--- src/rtl/fifo_uart_tx.sv ---
// Read-side FIFO consumer that serialises each popped byte onto an async TX line:
// start bit, 8 data bits LSB first, optional even parity, 1 or 2 stop bits.
module fifo_uart_tx #(
  parameter int CLKS_PER_BIT = 16,
  parameter int PARITY_EN    = 0,
  parameter int STOP_BITS    = 1
) (
  input  logic        clock,
  input  logic        rst,
  input  logic        enable,
  input  logic        fifo_empty,
  output logic        fifo_rd,
  input  logic [7:0]  fifo_data,
  output logic        tx,
  output logic        busy,
  output logic        frame_done,
  output logic [15:0] frames_sent
);

  localparam int BAUD_W = (CLKS_PER_BIT > 1) ? $clog2(CLKS_PER_BIT) : 1;
  localparam logic [BAUD_W-1:0] BAUD_LAST = BAUD_W'(CLKS_PER_BIT - 1);
  localparam logic [2:0]        STOP_LAST = 3'(STOP_BITS - 1);

  typedef enum logic [2:0] {
    IDLE,
    POP,
    LOAD,
    START,
    DATA,
    PARITY,
    STOP
  } state_t;

  state_t            state_reg;
  logic [BAUD_W-1:0] baud_reg;
  logic [2:0]        bit_reg;
  logic [7:0]        shift_reg;
  logic              parity_reg;
  logic [15:0]       frames_reg;
  logic              baud_last;

  assign baud_last = (baud_reg == BAUD_LAST);

  always_ff @(posedge clock or negedge rst) begin
    if (!rst) begin
      state_reg  <= IDLE;
      baud_reg   <= '0;
      bit_reg    <= '0;
      shift_reg  <= '0;
      parity_reg <= 1'b0;
      frames_reg <= '0;
    end else begin
      case (state_reg)
        IDLE: begin
          baud_reg <= '0;
          bit_reg  <= '0;
          if (enable && !fifo_empty) state_reg <= POP;
        end
        // This block is the only reader, so the FIFO cannot drain between IDLE and POP.
        POP: state_reg <= LOAD;
        LOAD: begin
          shift_reg  <= fifo_data;
          parity_reg <= ^fifo_data;
          baud_reg   <= '0;
          bit_reg    <= '0;
          state_reg  <= START;
        end
        START: begin
          if (baud_last) begin
            baud_reg  <= '0;
            state_reg <= DATA;
          end else begin
            baud_reg <= baud_reg + 1'b1;
          end
        end
        DATA: begin
          if (baud_last) begin
            baud_reg  <= '0;
            shift_reg <= shift_reg >> 1;
            if (bit_reg == 3'd7) begin
              bit_reg   <= '0;
              state_reg <= (PARITY_EN != 0) ? PARITY : STOP;
            end else begin
              bit_reg <= bit_reg + 1'b1;
            end
          end else begin
            baud_reg <= baud_reg + 1'b1;
          end
        end
        PARITY: begin
          if (baud_last) begin
            baud_reg  <= '0;
            state_reg <= STOP;
          end else begin
            baud_reg <= baud_reg + 1'b1;
          end
        end
        STOP: begin
          // bit_reg counts stop bits here; the frame ends on the last cycle of the last one.
          if (baud_last) begin
            baud_reg <= '0;
            if (bit_reg == STOP_LAST) begin
              bit_reg    <= '0;
              frames_reg <= frames_reg + 16'd1;
              state_reg  <= IDLE;
            end else begin
              bit_reg <= bit_reg + 1'b1;
            end
          end else begin
            baud_reg <= baud_reg + 1'b1;
          end
        end
        default: state_reg <= IDLE;
      endcase
    end
  end

  // Outputs decode registered state only, so reset forces them without a clock edge.
  always_comb begin
    tx = 1'b1;
    case (state_reg)
      START:   tx = 1'b0;
      DATA:    tx = shift_reg[0];
      PARITY:  tx = parity_reg;
      default: tx = 1'b1;
    endcase
  end

  assign fifo_rd     = (state_reg == POP);
  assign busy        = (state_reg != IDLE);
  assign frame_done  = (state_reg == STOP) && baud_last && (bit_reg == STOP_LAST);
  assign frames_sent = frames_reg;

endmodule
--- config.mk ---
export PLATFORM = sky130hd
export DESIGN_NAME = fifo_uart_tx
export DESIGN_NICKNAME = d
export VERILOG_FILES = /design/src/rtl/fifo_uart_tx.sv
export SDC_FILE = /design/constraint.sdc
export NUM_CORES = 1
export LEC_CHECK = 0
export BUFFER_PORTS_ARGS = -buffer_cell sky130_fd_sc_hd__buf_2
export CORE_MARGIN = 2
export CORE_UTILIZATION = 56
export CTS_CLUSTER_DIAMETER = 60
export DETAILED_ROUTE_END_ITERATION = 8
export PLACE_DENSITY = 0.79
export SETUP_SLACK_MARGIN = 0.2
export SLEW_MARGIN = 20
export SYNTH_ARGS = -nofsm -noshare
export SYNTH_HDL_FRONTEND = slang
export SYNTH_SLANG_ARGS = --single-unit
--- constraint.sdc ---
create_clock -name clock -period 2.35 [get_ports clock]
set_clock_uncertainty 0.15 [all_clocks]
set_input_delay 0.1175 -clock clock [delete_from_list [all_inputs] [get_ports clock]]
set_output_delay 0.1175 -clock clock [all_outputs]
set_load 0.03 [all_outputs]
Word-level counts from Yosys, hierarchy flattened
Cells that the tools add are included.
Widths: inputs -> output; s select.
{ "totals": {"ram_bits": 0, "n_memories": 0, "regBits": 35, "mem_bits_ro": 0, "latchBits": 0, "wordCells": 59, "output_inout_bits": 20} }
{ "op_classes": {"shift": 0, "mul": 0, "n_reduce_logical": 17, "n_div": 0, "addsub": 3, "mux": 18, "magnitude_cmp": 0, "bitwise_logic": 0, "n_eq_ne": 15} }
{ "op_table": {"columns": ["cell", "n"], "rows": [
  ["$mux 3", 11],
  ["$pmux 3 s7", 1],
  ["$add 16x1->16 const B", 1],
  ["$pmux 8 s2", 1],
  ["$ne 2x2->1 const B", 7],
  ["$eq 3x3->1 const B", 4],
  ["$pmux 3 s3", 1],
  ["$mux 8", 1],
  ["$pmux 4 s2", 1],
  ["$reduce_xor 8->1", 1],
  ["$reduce_and 7->1", 1],
  ["$eq 3x2->1 const B", 2],
  ["$logic_not 3->1", 2],
  ["$reduce_and 3->1", 2],
  ["$reduce_bool 3->1", 2],
  ["$add 4x1->4 const B", 1],
  ["$eq 4x4->1 const B", 1],
  ["$mux 4", 1],
  ["$reduce_bool 2->1", 2],
  ["$reduce_or 4->1", 1],
  ["$add 3x1->3 const B", 1],
  ["$eq 3x1->1 const B", 1],
  ["$logic_and 1x1->1", 3],
  ["$pmux 1 s3", 1],
  ["3 further kinds", 3]
]} }

Logic depth before layout (Yosys ltp)
Gate-level depths: netlist of run 1.
{ "depth": {"ltp_word": 4, "mapped_depth": 7} }

Worst setup path after synthesis of run 1
Ideal clock, no wire load.
{ "synth_path": {"path_kind": "register -> register", "start": "register baud_reg[0]", "end": "register frames_reg[1] (netlist: frames_sent[1])", "arrival_ns": 1.874, "stages_incl_launch_ff": 6, "synth_period_minus_slack_ns": 2.148, "path_slack_ns": 0.202, "t_required_ns": 2.075, "cell_sequence": "dfrtp_1 -> ha_1 -> buf_2 -> nand3_4 -> nor3_2 -> mux2_2"} }
{ "synth_via": {"elab_chain_len": 2} }
{ "synth_rtl": {"columns": ["element", "line", "source"], "rows": [
  ["start, declared", "35", "logic [BAUD_W-1:0] baud_reg;"],
  ["start signal, assigned", "73", "baud_reg <= baud_reg + 1'b1;"],
  ["start signal, assigned", "87", "baud_reg <= baud_reg + 1'b1;"],
  ["start signal, assigned", "95", "baud_reg <= baud_reg + 1'b1;"],
  ["$eq 4x4->1", "42", "assign baud_last = (baud_reg == BAUD_LAST);"],
  ["$reduce_and 3->1 (no line)", null, null],
  ["end signal, assigned", "104", "frames_reg <= frames_reg + 16'd1;"],
  ["end, declared", "39", "logic [15:0] frames_reg;"]
]} }
Every way passes these cells.
A chain may end at the register's enable or synchronous reset.

Worst setup path after layout of run 1
{ "layout_path": {"start": "register bit_reg[0]", "end": "register frames_reg[13] (netlist: frames_sent[13])"} }
{ "layout_via": {"elab_chain_len": 2} }
{ "layout_rtl": {"columns": ["element", "line", "source"], "rows": [
  ["start, declared", "36", "logic [2:0] bit_reg;"],
  ["start signal, assigned", "84", "bit_reg <= bit_reg + 1'b1;"],
  ["start signal, assigned", "107", "bit_reg <= bit_reg + 1'b1;"],
  ["$logic_not 3->1", "102", "if (bit_reg == STOP_LAST) begin"],
  ["$reduce_and 3->1 (no line)", null, null]
]} }
Every way passes these cells.

==> impl_metrics.toml, run 1 <==
[status]
status = "finished clean"

[global_routing]
grt_pass1_vias = 1444
grt_max_degree = 36
grt_remaining_overflow = 0
grt_use_total_pct = 19.62
grt_pass1_wl_um = 6285
antenna_found_initial = 0

[setup_path]
cp-end-kind = "register"
r2r_setup_slack_ns = 0.32
critical_path_required_ns = 2.43
arrival_ns = 2.12
path_max_fanout = 7
start_kind = "register"
crit_type = "reg2reg"

[synth]
synth_common_cells = "35 x dfrtp_1, 20 x xnor2_1, 15 x nand2_1"
postSynthCellCount = 188
yosys-top-cells-area = "dfrtp_1 44%, xnor2_1 8.8%, mux2_2 7.9%"
avgSynthCellArea_um2 = 10.58
seq_area_frac_synth_pct = 44.03
synthArstFlopShare_pct = 100.0
ys_ff_latch = 35
syn_nets = 205
synth_edf_count = 0
yosysUniqueCellTypes = 40
synth_top_cell_area_share_pct = 44.03
ys_warn_count = 0
synth_most_common_cell = "dfrtp_1"
synth_area_leader_cell = "dfrtp_1"
syn_area_mm2 = 0.001989
synth_ff_type = "dfrtp_1"

[final_layout]
largest_reg_flops = 16
drive_above_1_share_pct = 28.57
antenna_cells = 0
final_cell_count_no_fill = 277
area_growth_pct = 18.30
nets = 247

[clock_network]
cts_made_buffers = 5
clkTransAtPathRegs_ns = 0.11
cts_max_level = 2
cts.path.max_buffers = 2
cts_sinks = 35
cts_tree = "built"
clk_latency_ns = 0.34
cts_root_buf = "clkbuf_4"

[routing]
drt_iter0_markers = 44
via_count = 1548
wire_per_inst_um = 13.00
drc = 0
wirelength_um = 3600
viasPerCell = 5.588
final_antenna_net_count = 0
drtPass1Iterations = 4

[sta]
slew_viol_final = 0
hold_viol_final = 0
relSlewSlack_pct = 51.41
fin_crit_ns = 2.032
tightest_slew_ns = 0.7288
finalCritPeriodShare_pct = 86.48
setup_viol = 0
fmax_ghz = 0.4921
worst_hold_slack_ns = 0.01691
setup_tns_ns = 0
rsz0062_at_grt = "false"

[floorplanning]
die_h_um = 63.60
die_area_mm2 = 0.004045
initial_core_util_pct = 59.15
rows = 21
io_pins = 32
core_area_mm2 = 0.003363
die_w_um = 63.60

[place]
dp_cells = 259
io_buffers = 31
gp_congestion = 0.8071
place_hpwl_um = 2503

[flow_run]
drv_cap = 0

[pwr]
p_leak_nw = 1.082
p_per_area_mw_per_mm2 = 428.6
ir_worst_vdd_mv = 0.3166

[worst_hold_path]
hp-class = "in2reg"
-- worst max-delay path: stages, from the launching register on --
cell      delay, ns
dfrtp_1        0.43
inv_1          0.07
ha_1           0.18
nand3b_1       0.15
buf_4          0.20
nor4_4         0.44
nand4_1        0.17
xnor2_1        0.15
-- path summary, 6_finish.rpt --
kind,endpoint,cells past startpoint,start
min in group asynchronous,frames_sent[0],2,rst
worst max register to register,frames_sent[13],7,bit_reg[0]
worst max-delay path,frames_sent[13],7,bit_reg[0]
worst min register to register,frames_sent[15],1,frames_sent[15]
worst min-delay path,shift_reg[6],3,fifo_data[6]
max in group asynchronous,baud_reg[0],2,rst
-- routing by layer --
metal | routed length (um) | vias to the layer above | track usage, %
met3 | 126 | 10 | 3.214
met2 | 1797 | 32 | 33.03
met4 | 78 | 0 | 8.696
met5 | 0 | - | 0
met1 | 1597 | 743 | 24.74
li1 | - | 763 | -
-- where the power goes --
part	total [mW]	internal, mW	switching [mW]
clock network	0.316	0.115	0.201
registers	0.620	0.614	0.00586
logic	0.0731	0.0391	0.0340
total	1.01	0.768	0.240
-- layout by cell type, fill, tap and decap left out, types with 4 or more instances in the layout --
| master | instances |
|---|---|
| xnor2_1 | 20 |
| o21ai_0 | 11 |
| inv_1 | 4 |
| dfrtp_1 | 34 |
| a21oi_1 | 8 |
| nor2_1 | 5 |
| dlygate4sd3_1 | 8 |
| clkbuf_4 | 5 |
| nand3_1 | 9 |
| buf_4 | 5 |
| buf_2 | 31 |
| nand2_1 | 15 |
| mux2i_1 | 4 |
| mux2_2 | 14 |
| ha_1 | 4 |
| and3_1 | 5 |
| nand2b_1 | 4 |
-- layout make-up --
class                   count  area (um2)
clock inverters             2       12.51
clock buffers               6       41.29
repair buffers             44       272.8
inverters                   4       15.01
fillers                   280        1010
flip-flops and latches     35       877.1
well taps                  46       57.56
multi-input cells         140        1077
-- through the flow --
stage	worst slack (ns)	power (mW)	instance area, um2	util, %
after floorplan	0.2015	0.6660	1989	-
after global placement	0.3199	0.6939	2185	64.96
after detailed placement	0.2866	0.6965	2185	64.96
after CTS	0.2156	1.024	2342	69.64
after global routing	0.2043	1.062	2354	69.98
final	0.3177	1.009	2354	69.98
-- cell families after synthesis --
logic type | count (synthesis) | share of synthesized area (%)
simple gates | 55 | 17.11
xor+xnor | 22 | 9.686
fa+ha+maj | 6 | 3.648
buf+inv | 13 | 2.767
mux | 19 | 10.50
compound gates | 38 | 12.26
flops | 35 | 44.03
-- repair_timing --
| action | 4_1_cts | 5_1_grt |
|---|---|---|
| hold buffers | 8 | 0 |
| setup buffers | 2 | 0 |
| resized for setup | 2 | 2 |
| setup endpoints to repair | 1 | 5 |
| hold endpoints to repair | 42 | 0 |
Note: power is estimated with default switching activity, not from simulation.
==> inputs of run 2 (changes only) <==
--- a/config.mk
+++ b/config.mk
@@ -11,6 +11,7 @@
 export CTS_CLUSTER_DIAMETER = 60
 export DETAILED_ROUTE_END_ITERATION = 8
 export PLACE_DENSITY = 0.79
+export REMOVE_ABC_BUFFERS = 1
 export SETUP_SLACK_MARGIN = 0.2
 export SLEW_MARGIN = 20
 export SYNTH_ARGS = -nofsm -noshare
==> constraint.sdc (replaced) <==
create_clock -name clock -period 2.1 [get_ports clock]
set_clock_uncertainty 0.15 [all_clocks]
set_input_delay 0.105 -clock clock [delete_from_list [all_inputs] [get_ports clock]]
set_output_delay 0.105 -clock clock [all_outputs]
set_load 0.03 [all_outputs]
==> run 2 against run 1 <==
- global-route usage rose by 3.7 points
- critical path depth fell by 1
- final cell count rose by 4.0%
- combinational power rose by 16%
- sequential power rose by 12%
- critical path type is now reg2out
==> impl_metrics.toml, run 2 (synthesis gave the netlist of run 1 again) <==
[sta]
setup_viol = 0
fmax_ghz = 0.5358
tightest_slew_ns = 0.7834
hold_viol_final = 0
finalCritPeriodShare_pct = 88.88
worst_slack_ns = 0.2335
rsz0062_at_grt = "true"
setup_tns_ns = 0
worst_hold_slack_ns = 0.04647
slew_viol_final = 0
relSlewSlack_pct = 47.77
fin_crit_ns = 1.867

[setup_path]
arrival_ns = 1.61
reg2regPathDepth = 9
r2r_setup_slack_ns = 0.24
crit_type = "reg2out"
crit_slowest_cell = "dfrtp_1"
cp-end-kind = "primary output"
start_kind = "register"
cpPeakStageDelay_ns = 0.42
path_max_fanout = 4
path_cells = "inv_1 -> ha_2 -> nand3b_1 -> buf_6 -> nor3_4 -> buf_6"
cp_common_cell = "buf_6"
critical_path_required_ns = 1.85

[status]
status = "finished clean"

[pwr]
p_leak_nw = 1.150
ir_worst_vdd_mv = 0.3010
p_per_area_mw_per_mm2 = 465.5
totalPowerFinal_mw = 1.160

[final_layout]
nets = 258
area_growth_pct = 25.28
final_cell_count_no_fill = 288
drive_above_1_share_pct = 34.30
final_cell_mix = "33 x dfrtp_1, 29 x buf_2, 19 x xnor2_1"
final_area_mm2 = 0.002492
antenna_cells = 0
num-fill-cells = 263
post-route-util_pct = 74.11
mostFrequentLayoutCell = "dfrtp_1"
largest_reg_flops = 16

[clock_network]
clkTransAtPathRegs_ns = 0.11
clk_latency_ns = 0.36
cts_made_buffers = 5
cts_root_buf = "clkbuf_4"
cts_max_level = 2
cts_sinks = 35
cts_tree = "built"
cts.path.max_buffers = 2

[flow_run]
drv_cap = 0

[global_routing]
grt_pass1_wl_um = 7445
grt_use_met2_pct = 38.55
antenna_found_initial = 0
grt_max_degree = 36
grt_util_met1_pct = 29.97
grt_pass1_vias = 1621
grt_util_met3_pct = 3.750
grt_remaining_overflow = 0
grt_use_total_pct = 23.35
top_usage_layer = "met2"

[routing]
final_antenna_net_count = 0
wirelength_um = 4141
drtPass1Iterations = 4
wire_per_inst_um = 14.38
drc = 0
viasPerCell = 5.736
drt_iter0_markers = 144
via_count = 1652

[floorplanning]
rows = 21
initial_core_util_pct = 59.15
io_pins = 32
die_w_um = 63.60
die_area_mm2 = 0.004045
die_h_um = 63.60
core_area_mm2 = 0.003363

[place]
io_buffers = 31
place_hpwl_um = 2735
dp_slack_ns = 0.07262
dp_cells = 261
place_area_mm2 = 0.002200
gp_congestion = 0.7891

[worst_hold_path]
hp-class = "in2reg"
whs_path_depth = 5
-- run 2: cell count changes in the layout (fill, tap and decap cells not counted), sizes merged --
| cell | delta |
|---|---|
| dlygate4sd3 | +1 |
| buf | +9 |
| clkinvlp | +1 |
-- run 2: worst max-delay path, delay by kind of cell (launching register included) --
family / cells / cell delay (ns)
simple gates: 2 / 0.29
fa+ha+maj: 1 / 0.17
buf+inv: 3 / 0.38
flops: 1 / 0.42
-- run 2: final timing paths --
check                                   to       startpoint
setup / recovery                frame_done       bit_reg[0]
hold / removal                state_reg[0]           enable
setup reg to reg            frames_sent[6]       bit_reg[0]
hold reg to reg            frames_sent[15]  frames_sent[15]
max in group asynchronous     state_reg[1]              rst
min in group asynchronous   frames_sent[2]              rst
-- run 2: repair_timing --
item	CTS	global route
endpoints found under the setup margin	24	21
hold buffers	9	0
gates cloned	0	0
setup buffers	5	5
gates resized for setup	7	10
pin swaps	2	6
endpoints found under the hold margin	43	0
-- run 2: where the power goes --
| part | switching (mW) | total, mW | internal (mW) |
|---|---|---|---|
| clock | 0.253 | 0.381 | 0.128 |
| combinational | 0.0394 | 0.0848 | 0.0454 |
| sequential | 0.00740 | 0.695 | 0.687 |
| total | 0.300 | 1.16 | 0.860 |
-- run 2: layout make-up --
| cell class | instances | area [um2] | area share (%) |
|---|---|---|---|
| Tap cell | 46 | 57.56 | 2.309 |
| Clock buffer | 5 | 37.54 | 1.506 |
| Clock inverter | 3 | 20.02 | 0.8032 |
| Multi-Input combinational cell | 140 | 1110 | 44.53 |
| Sequential cell | 35 | 878.3 | 35.24 |
| Timing Repair Buffer | 55 | 374.1 | 15.01 |
| Inverter | 4 | 15.01 | 0.6024 |
-- run 2: per-layer routing --
| layer | part of all wire [%] | up-vias |
|---|---|---|
| met3 | 4.5 | 10 |
| met2 | 49 | 51 |
| li1 | - | 781 |
| met4 | 2.4 | 0 |
| met5 | 0 | - |
| met1 | 44 | 810 |
